**config.mk**
```make
export PLATFORM = sky130hd
export DESIGN_NAME = prince_sbox_inv_serial_ctrl
export DESIGN_NICKNAME = d
export VERILOG_FILES = /design/src/rtl/prince_mask_pkg.sv /design/src/rtl/prince_nibble_masker.sv /design/src/rtl/prince_sbox_inv_serial_ctrl.sv
export SDC_FILE = /design/constraint.sdc
export NUM_CORES = 1
export LEC_CHECK = 0
export CAP_MARGIN = 0
export CORE_AREA = 2 2 157 159
export CTS_CLUSTER_DIAMETER = 200
export DETAILED_ROUTE_END_ITERATION = 8
export DIE_AREA = 0 0 159 161
export PLACE_DENSITY = 0.69
export SLEW_MARGIN = 10
export SYNTH_ARGS = -nofsm -noshare
export SYNTH_HDL_FRONTEND = slang
export SYNTH_HIERARCHICAL = 1
export SYNTH_SLANG_ARGS = --single-unit
```
**constraint.sdc**
```tcl
create_clock -name clk -period 2.6 [get_ports clk]
set_input_delay 0.52 -clock clk [delete_from_list [all_inputs] [get_ports clk]]
set_output_delay 0.52 -clock clk [all_outputs]
set_load 0.005 [all_outputs]
```
**src/rtl/prince_mask_pkg.sv**
```systemverilog
// Shared constants and FSM state type for the masked PRINCE inverse S-box driver.
package prince_mask_pkg;

  localparam int NIBBLES = 16;
  localparam int STATE_W = 4 * NIBBLES;
  localparam int CNT_W   = $clog2(NIBBLES);
  localparam int R_W     = 108;
  localparam int RND_W   = 124;

  // Field offsets inside one randomness word: encoding mask, S-box randomness, neighbour seed.
  localparam int ENC_LO  = 0;
  localparam int R_LO    = 8;
  localparam int NB_LO   = 116;

  typedef enum logic [1:0] {
    IDLE,
    RUN,
    DRAIN,
    DONE
  } ctrl_state_t;

endpackage

```
**src/rtl/prince_nibble_masker.sv**
```systemverilog
// Splits one nibble into three Boolean shares using eight fresh random bits.
module prince_nibble_masker (
  input  logic [3:0] x,
  input  logic [7:0] r,
  output logic [3:0] sh1,
  output logic [3:0] sh2,
  output logic [3:0] sh3
);

  assign sh1 = r[3:0];
  assign sh2 = r[7:4];
  assign sh3 = x ^ r[3:0] ^ r[7:4];

endmodule

```
**src/rtl/prince_sbox_inv_serial_ctrl.sv**
```systemverilog
// Nibble-serial controller feeding a 3-share masked PRINCE inverse S-box (latency 1)
// and reassembling the unmasked 64-bit result.
module prince_sbox_inv_serial_ctrl
  import prince_mask_pkg::*;
(
  input  logic                clk,
  input  logic                rst_n,
  input  logic                in_valid,
  output logic                in_ready,
  input  logic [STATE_W-1:0]  in_state,
  input  logic                rnd_valid,
  output logic                rnd_ready,
  input  logic [RND_W-1:0]    rnd,
  output logic [3:0]          sb_in1,
  output logic [3:0]          sb_in2,
  output logic [3:0]          sb_in3,
  output logic [R_W-1:0]      sb_r,
  output logic [7:0]          sb_nb,
  input  logic [3:0]          sb_out1,
  input  logic [3:0]          sb_out2,
  input  logic [3:0]          sb_out3,
  output logic                out_valid,
  input  logic                out_ready,
  output logic [STATE_W-1:0]  out_state
);

  ctrl_state_t        state_q, state_d;
  logic [CNT_W-1:0]   cnt_q;
  logic [CNT_W-1:0]   pidx_q;
  logic               pending_q;
  logic [7:0]         nb_q;
  logic [STATE_W-1:0] in_q;
  logic [STATE_W-1:0] result_q;

  logic               issue;
  logic [3:0]         cur_nib;
  logic [3:0]         m1, m2, m3;

  assign issue   = (state_q == RUN) && rnd_valid;
  assign cur_nib = in_q[{cnt_q, 2'b00} +: 4];

  prince_nibble_masker u_masker (
    .x   (cur_nib),
    .r   (rnd[ENC_LO +: 8]),
    .sh1 (m1),
    .sh2 (m2),
    .sh3 (m3)
  );

  always_comb begin
    state_d   = state_q;
    in_ready  = 1'b0;
    out_valid = 1'b0;
    out_state = '0;
    rnd_ready = issue;
    sb_in1    = '0;
    sb_in2    = '0;
    sb_in3    = '0;
    sb_r      = '0;
    sb_nb     = '0;
    if (issue) begin
      sb_in1 = m1;
      sb_in2 = m2;
      sb_in3 = m3;
      sb_r   = rnd[R_LO +: R_W];
      sb_nb  = (cnt_q == '0) ? rnd[NB_LO +: 8] : nb_q;
    end
    case (state_q)
      IDLE: begin
        in_ready = 1'b1;
        if (in_valid) state_d = RUN;
      end
      RUN: begin
        if (issue && (cnt_q == CNT_W'(NIBBLES - 1))) state_d = DRAIN;
      end
      DRAIN: state_d = DONE;
      DONE: begin
        // Result is only exposed here, so a partially filled register never leaks out.
        out_valid = 1'b1;
        out_state = result_q;
        if (out_ready) state_d = IDLE;
      end
      default: state_d = IDLE;
    endcase
  end

  always_ff @(posedge clk) begin
    if (!rst_n) begin
      state_q   <= IDLE;
      cnt_q     <= '0;
      pidx_q    <= '0;
      pending_q <= 1'b0;
      nb_q      <= '0;
      in_q      <= '0;
      result_q  <= '0;
    end else begin
      state_q   <= state_d;
      pending_q <= issue;
      if (state_q == IDLE && in_valid) begin
        in_q     <= in_state;
        cnt_q    <= '0;
        result_q <= '0;
      end
      if (issue) begin
        pidx_q <= cnt_q;
        cnt_q  <= cnt_q + 1'b1;
        nb_q   <= {m2, m1};
      end
      if (pending_q) begin
        result_q[{pidx_q, 2'b00} +: 4] <= sb_out1 ^ sb_out2 ^ sb_out3;
      end
    end
  end

endmodule

```
==> run metrics, run 1 <==
FF+latch count, synth 147; total track usage 0.262; global-route wire length before repair 50600 um; clock latency at the later pin of the worst-skew pair 0.43 ns; internal power 5390 uW; Yosys cell types 55; CP arrival 2.41 ns; static leakage 0.00617 uW; Clock Power Share 0.293; Cell Area, Placed 12500 sq um; setup violators final 4; hold crit path type reg2reg; measured slew at the worst slew-check pin 0.576 ns; vias 8276; sw frac 0.346; Period minus WS final 2.93 ns; drt pass-1 iters 5; Synth Area in Simple Gates 0.328; status complete, but fails checks; fmax 341 MHz; final instance area 13500 sq um; io pins 400; Crit. End Element output pin; Hold Fails Final Rpt 0; std cell rows 57; CTS tree done; Compound-Gate Fraction of Synth Area 0.130; critical path required time 2.08 ns; Clock Skews 0.0128 ns; # placed instances 1643; WL/cell 20.7 um; DRC Markers 0; net load switching power 2850 uW; clk sinks 147; total grt overflow 0; CP Max Fanout 5; post-synthesis sequential area ratio 0.362; final core occ 0.564; Clk pin slew, worst setup/hold paths 0.06 ns; Core Area 24000 sq um; effective utilization at floorplan 0.339; CTS buffer count 17; mux cell area share after synthesis 0.0923; vias in the first global route 8081; Max Cap Viol 0; synthesized area 8130 sq um; Clk Tree Root Cell clkbuf_16; Die Span Y 161 um; final wirelength 35000 um; htree depth 4; Nets 1564; DR vias/cell 4.90; Primary FF master, synth dfxtp_1; final std cells w/o fill 1689; 1st-iter DRT viols 618; Antenna Cells 0; layout cells sized above 1 0.129; main combinational cell family by area after synthesis simple AND/OR/NAND/NOR gates; Post-Syn Nets 1182; PortBufs 399; GPL Wtd Cong 0.852; post-synthesis xor/xnor area fraction 0.0246; max-slew violation count 0; Pwr Density 609 nW/um^2; Post-synth ARST share 0; fin crit share 1.13; Synth Instances 970; Die Area 25600 sq um; Max rail drop VDD 0.000317 V; setup ws final -0.329 ns; antenna violations before repair 2; Area Overhead vs Synth 66.3%; failing checks negative setup slack; Gate power share 0.387; number of synthesized flops with an enable pin 0; largest net degree at the start of global routing 89; Routed Antenna Nets 0; clk buf depth 2; Worst setup SP type register; die width 159 um; Seq pwr share 0.319; critical path class reg2out; # hold bufs at CTS 0; unrepaired setup endpoints after global routing yes; syn_area_per_cell 8.38 sq um; Post-Synth Adder-Cell Area 0.0108; synthesis warning total 6; DP HPWL 27100 um; Max-slew headroom 0.616; dpl ws -0.437 ns
layer usage:
layer,up-vias,share of wire,wire (um),global-route usage
li1,4066,-,-,-
met1,3866,0.40,14100,0.313
met2,311,0.47,16400,0.427
met3,33,0.11,3980,0.127
met4,0,0.014,499,0.0612
met5,-,0,0,0
synth_stat cells, types with 5 or more instances:
cell / number / share of area
a21boi_1: 12 / 0.011
nand2_1: 219 / 0.10
nor2_1: 20 / 0.0092
xnor2_1: 8 / 0.0086
a22oi_1: 5 / 0.0046
clkbuf_1: 65 / 0.030
buf_2: 6 / 0.0037
ha_1: 7 / 0.011
inv_1: 8 / 0.0037
a21oi_1: 10 / 0.0062
mux4_2: 12 / 0.033
dfxtp_1: 147 / 0.36
and3_1: 133 / 0.10
and2_1: 78 / 0.060
nor2b_1: 6 / 0.0046
a21boi_0: 70 / 0.065
buf_1: 5 / 0.0023
buf_4: 10 / 0.0092
mux2i_1: 48 / 0.059
o21a_1: 20 / 0.018
nand3_1: 21 / 0.013
repair_timing:
action	CTS	global route
resized for setup	148	41
pin swaps	17	8
cloned	3	1
buffers inserted	8	3
setup endpoints to repair	118	70
power groups by stage:
stage	combinational [uW]	sequential (uW)	clock, uW
after floorplan	1370	2610	0
after global placement	2850	2660	0
after detailed placement	2860	2670	0
after CTS	3120	2630	2460
after global routing	3430	2650	2550
final	3190	2630	2420
final timing paths:
kind / startpoint / to / slack (ns) / cells after the start
worst max-delay path: cnt_q[0] / sb_in3[1] / -0.33 / 8
worst min-delay path: result_q[42] / result_q[42] / 0.45 / 2
worst max register to register: pidx_q[1] / result_q[0] / 0.39 / 6
worst min register to register: result_q[42] / result_q[42] / 0.45 / 2
critical path: stages, from the launching register on:
cell	delay [ns]
dfxtp_4	0.37
buf_12	0.13
buf_12	0.10
mux4_2	0.50
a22oi_2	0.22
nand2_2	0.15
xor3_1	0.22
and3_1	0.18
buf_2	0.12
cell type report:
class                      count  area (sq um)
fill                        2231         10400
multi-input combinational    726          4950
timing repair buffer         451          4610
sequential                   147          2950
clock buffer                  18           439
tap                          324           405
clock inverter                14           134
inverter                       9          33.8
logic make-up after synthesis:
family / count (synthesis)
compound gates: 138
mux: 60
buf+inv: 97
xor+xnor: 16
simple gates: 505
flops: 147
fa+ha+maj: 7
per-stage QoR:
stage	hold slack [ns]	setup TNS (ns)	total power (uW)
after global routing	0.470	-1.44	8630
after CTS	0.455	-1.22	8210
after global placement	0.438	-1.55	5500
final	0.451	-1.08	8240
after detailed placement	0.443	-1.61	5530
after floorplan	0.430	0	3980
layout by cell type (no fill, tap or decap), types with 6 or more instances in the layout:
master and count:
buf_2 15, clkbuf_16 18, dlymetal6s2s_1 34, nand3_1 21
and3_4 19, clkdlybuf4s50_1 315, o2111ai_2 6, buf_12 14
buf_4 29, mux4_2 12, a21oi_1 9, nand2_2 7
a21boi_0 70, inv_1 7, xnor2_1 8, and2_1 76
a21boi_1 12, nor2_1 19, dfxtp_1 144, dlygate4sd2_1 32
and3_1 114, mux2i_1 48, nand2_1 213, o21a_1 20
nor2b_1 6
sequential cells by signal, summed over array words and instances, names as in the netlist:
signal     flops
state_q        2
in_q          64
nb_q           8
cnt_q          4
pidx_q         4
pending_q      1
result_q      64
Power figures use the tool's default switching activity.
==> run 2: changes to the inputs <==
--- a/config.mk
+++ b/config.mk
@@ -11,6 +11,7 @@
 export DETAILED_ROUTE_END_ITERATION = 8
 export DIE_AREA = 0 0 159 161
 export PLACE_DENSITY = 0.69
+export REMOVE_ABC_BUFFERS = 1
 export SLEW_MARGIN = 10
 export SYNTH_ARGS = -nofsm -noshare
 export SYNTH_HDL_FRONTEND = slang
==> run 2 against run 1 <==
  * The flow still finishes with violations (negative setup slack)
  * Critical path type unchanged
  * First-iteration DRC count decreased by 19%
  * Critical path depth did not move
  * Power rose by 0.43%
  * Via count fell by 0.21%
  * Design area is 0.42% higher
  * Critical endpoint is now sb_in3[0]
  * Utilization increased by 0.23 points
  * Flip-flop and latch count stayed put
  * Largest cell class unchanged
==> run metrics, run 2 (same netlist as run 1, synthesis figures left out) <==
vias 8259 (was 8276); die width 159 um (unchanged); Area Overhead vs Synth 67.0% (was 66.3%); global-route wire length before repair 45300 um (was 50600 um); setup violators final 4 (unchanged); Hold Fails Final Rpt 0 (unchanged); drt pass-1 iters 5 (unchanged); CP arrival 2.30 ns (was 2.41 ns); CTS buffer count 17 (unchanged); CP Max Fanout 4 (was 5); hold crit path type reg2reg (unchanged); Setup TNS -0.832 ns (was -1.08 ns); WHS 0.454 ns (was 0.451 ns); vias in the first global route 7906 (was 8081); critical path class reg2out (unchanged); CTS tree done (unchanged); DR vias/cell 4.86 (was 4.90); Nets 1576 (was 1564); filler instances 2229 (was 2231); Hold Path Depth 2 (unchanged); crit path buf inv count 3 (unchanged); Clk Tree Root Cell clkbuf_16 (unchanged); static leakage 0.00590 uW (was 0.00617 uW); total track usage 0.225 (was 0.262); CP top delay family multiplexers (unchanged); max-slew violation count 0 (unchanged); hold_sp result_q[26] (was result_q[42]); r2r worst-path depth 6 (unchanged); total grt overflow 0 (unchanged); fin crit share 1.09 (was 1.13); Die Span Y 161 um (unchanged); GPL Wtd Cong 0.795 (was 0.852); Period minus WS final 2.82 ns (was 2.93 ns); failing checks negative setup slack (unchanged); clk sinks 147 (unchanged); final core occ 0.567 (was 0.564); most frequent cells in the layout clkdlybuf4s50_1 (353), nand2_1 (214), dfxtp_1 (144) (was clkdlybuf4s50_1 (315), nand2_1 (213), dfxtp_1 (144)); Max Cap Viol 0 (unchanged); Max-slew headroom 0.652 (was 0.616); Antenna Cells 0 (unchanged); DRC Markers 0 (unchanged); Slowest Stage Delay on Critical Path 0.49 ns (was 0.50 ns); Worst setup SP type register (unchanged); worst reg2reg path endpoint result_q[0] (unchanged); R2R setup slack 0.49 ns (was 0.39 ns); Core Area 24000 sq um (unchanged); Clk pin slew, worst setup/hold paths 0.07 ns (was 0.06 ns); status complete, but fails checks (unchanged); effective utilization at floorplan 0.339 (unchanged); Pwr Density 609 nW/um^2 (about the same); io pins 400 (unchanged); Crit. End Element output pin (unchanged); layout cells sized above 1 0.125 (was 0.129); clock latency at the later pin of the worst-skew pair 0.43 ns (about the same); unrepaired setup endpoints after global routing yes (unchanged); PortBufs 399 (unchanged); Routed Antenna Nets 0 (unchanged); critical path required time 2.08 ns (about the same); WL/cell 17.8 um (was 20.7 um); DP HPWL 22700 um (was 27100 um); fmax 354 MHz (was 341 MHz); Die Area 25600 sq um (unchanged); clk buf depth 2 (unchanged); largest net degree at the start of global routing 89 (unchanged); Clock Skews 0.00824 ns (was 0.0128 ns); measured slew at the worst slew-check pin 0.521 ns (was 0.576 ns); # hold bufs at CTS 0 (unchanged); Hold EP result_q[26] (was result_q[42]); final wirelength 30200 um (was 35000 um); CP Cell Sequence buf_6 > buf_8 > mux4_2 > a22oi_2 > nand2_1 > xor3_1 > and3_1 > buf_2 (was buf_12 > buf_12 > mux4_2 > a22oi_2 > nand2_2 > xor3_1 > and3_1 > buf_2); Max rail drop VDD 0.000348 V (was 0.000317 V); commonest non-fill, non-tap cell in the layout clkdlybuf4s50_1 (unchanged); Critical R2R Launch pidx_q[1] (unchanged); largest registers in_q x64, result_q x64, nb_q x8 (unchanged); 1st-iter DRT viols 501 (was 618); htree depth 4 (unchanged); antenna violations before repair 1 (was 2); setup ws final -0.222 ns (was -0.329 ns); Slowest-stage cell, CP mux4_2 (unchanged); std cell rows 57 (unchanged)
[run 2: cell types whose count changed in the layout (fill, tap and decap cells not counted), moves of 3 or more]
cell / before / now
and3_1: 114 / 128
and3_4: 19 / 4
buf_12: 14 / 9
buf_2: 15 / 6
buf_4: 29 / 35
buf_6: 4 / 15
clkbuf_2: 1 / 6
clkdlybuf4s15_1: 3 / 0
clkdlybuf4s50_1: 315 / 353
dlygate4sd2_1: 32 / 16
dlymetal6s2s_1: 34 / 17
[run 2: per-layer routing]
| metal | vias to the layer above | part of all wire | GRT usage |
|---|---|---|---|
| met5 | - | 0.00046 | 0 |
| met4 | 2 | 0.0061 | 0.0351 |
| met3 | 18 | 0.073 | 0.0699 |
| met2 | 280 | 0.47 | 0.365 |
| met1 | 3877 | 0.45 | 0.301 |
| li1 | 4082 | - | - |
[run 2: what timing repair did]
item / 4_1_cts / 5_1_grt
pin swaps: 19 / 6
hold endpoints to repair: 0 / 0
resized for setup: 87 / 40
cloned: 2 / 2
endpoints found under the setup margin: 71 / 29
buffers inserted: 19 / 2
[run 2: layout make-up]
class	instances	area, sq um	share of cell area
clock buffers	17	425	0.0313
clock inverters	15	185	0.0136
inverters	9	36.3	0.00267
multi-input cells	726	4880	0.360
flip-flops and latches	147	2950	0.217
well taps	324	405	0.0299
repair buffers	463	4690	0.346
[run 2: how the worst max path moves through the flow]
| stage | start | depth (start not counted) | to |
|---|---|---|---|
| floorplan | state_q[1] | 6 | cnt_q[3] |
| global placement | cnt_q[0] | 7 | sb_in3[1] |
| detailed placement | cnt_q[0] | 7 | sb_in3[1] |
| CTS | cnt_q[0] | 9 | sb_in3[0] |
| global route | cnt_q[0] | 8 | sb_in3[0] |
| finish | cnt_q[0] | 8 | sb_in3[0] |
[run 2: power by group]
group	total [uW]	switching [uW]	internal [uW]
Combinational	3140	1500	1640
Clock	2510	1120	1390
Sequential	2620	139	2490
Total	8270	2760	5510
[run 2: worst reg2reg max path, stage by stage, from the launching register on]
cell and delay (ns):
dfxtp_1 0.48, inv_1 0.08, ha_1 0.35, nor3b_1 0.36, nand3_1 0.31, and3_1 0.27
o21a_1 0.16
[run 2: stage by stage]
step / cells / total power, uW / area [sq um] / worst slack, ns
after floorplan: 882 / 3820 / 7740 / -0.904
after global placement: 1646 / 5440 / 12600 / -0.381
after detailed placement: 1646 / 5470 / 12600 / -0.364
after CTS: 1698 / 8220 / 13500 / -0.290
after global routing: 1701 / 8700 / 13600 / -0.323
final: 1701 / 8270 / 13600 / -0.222
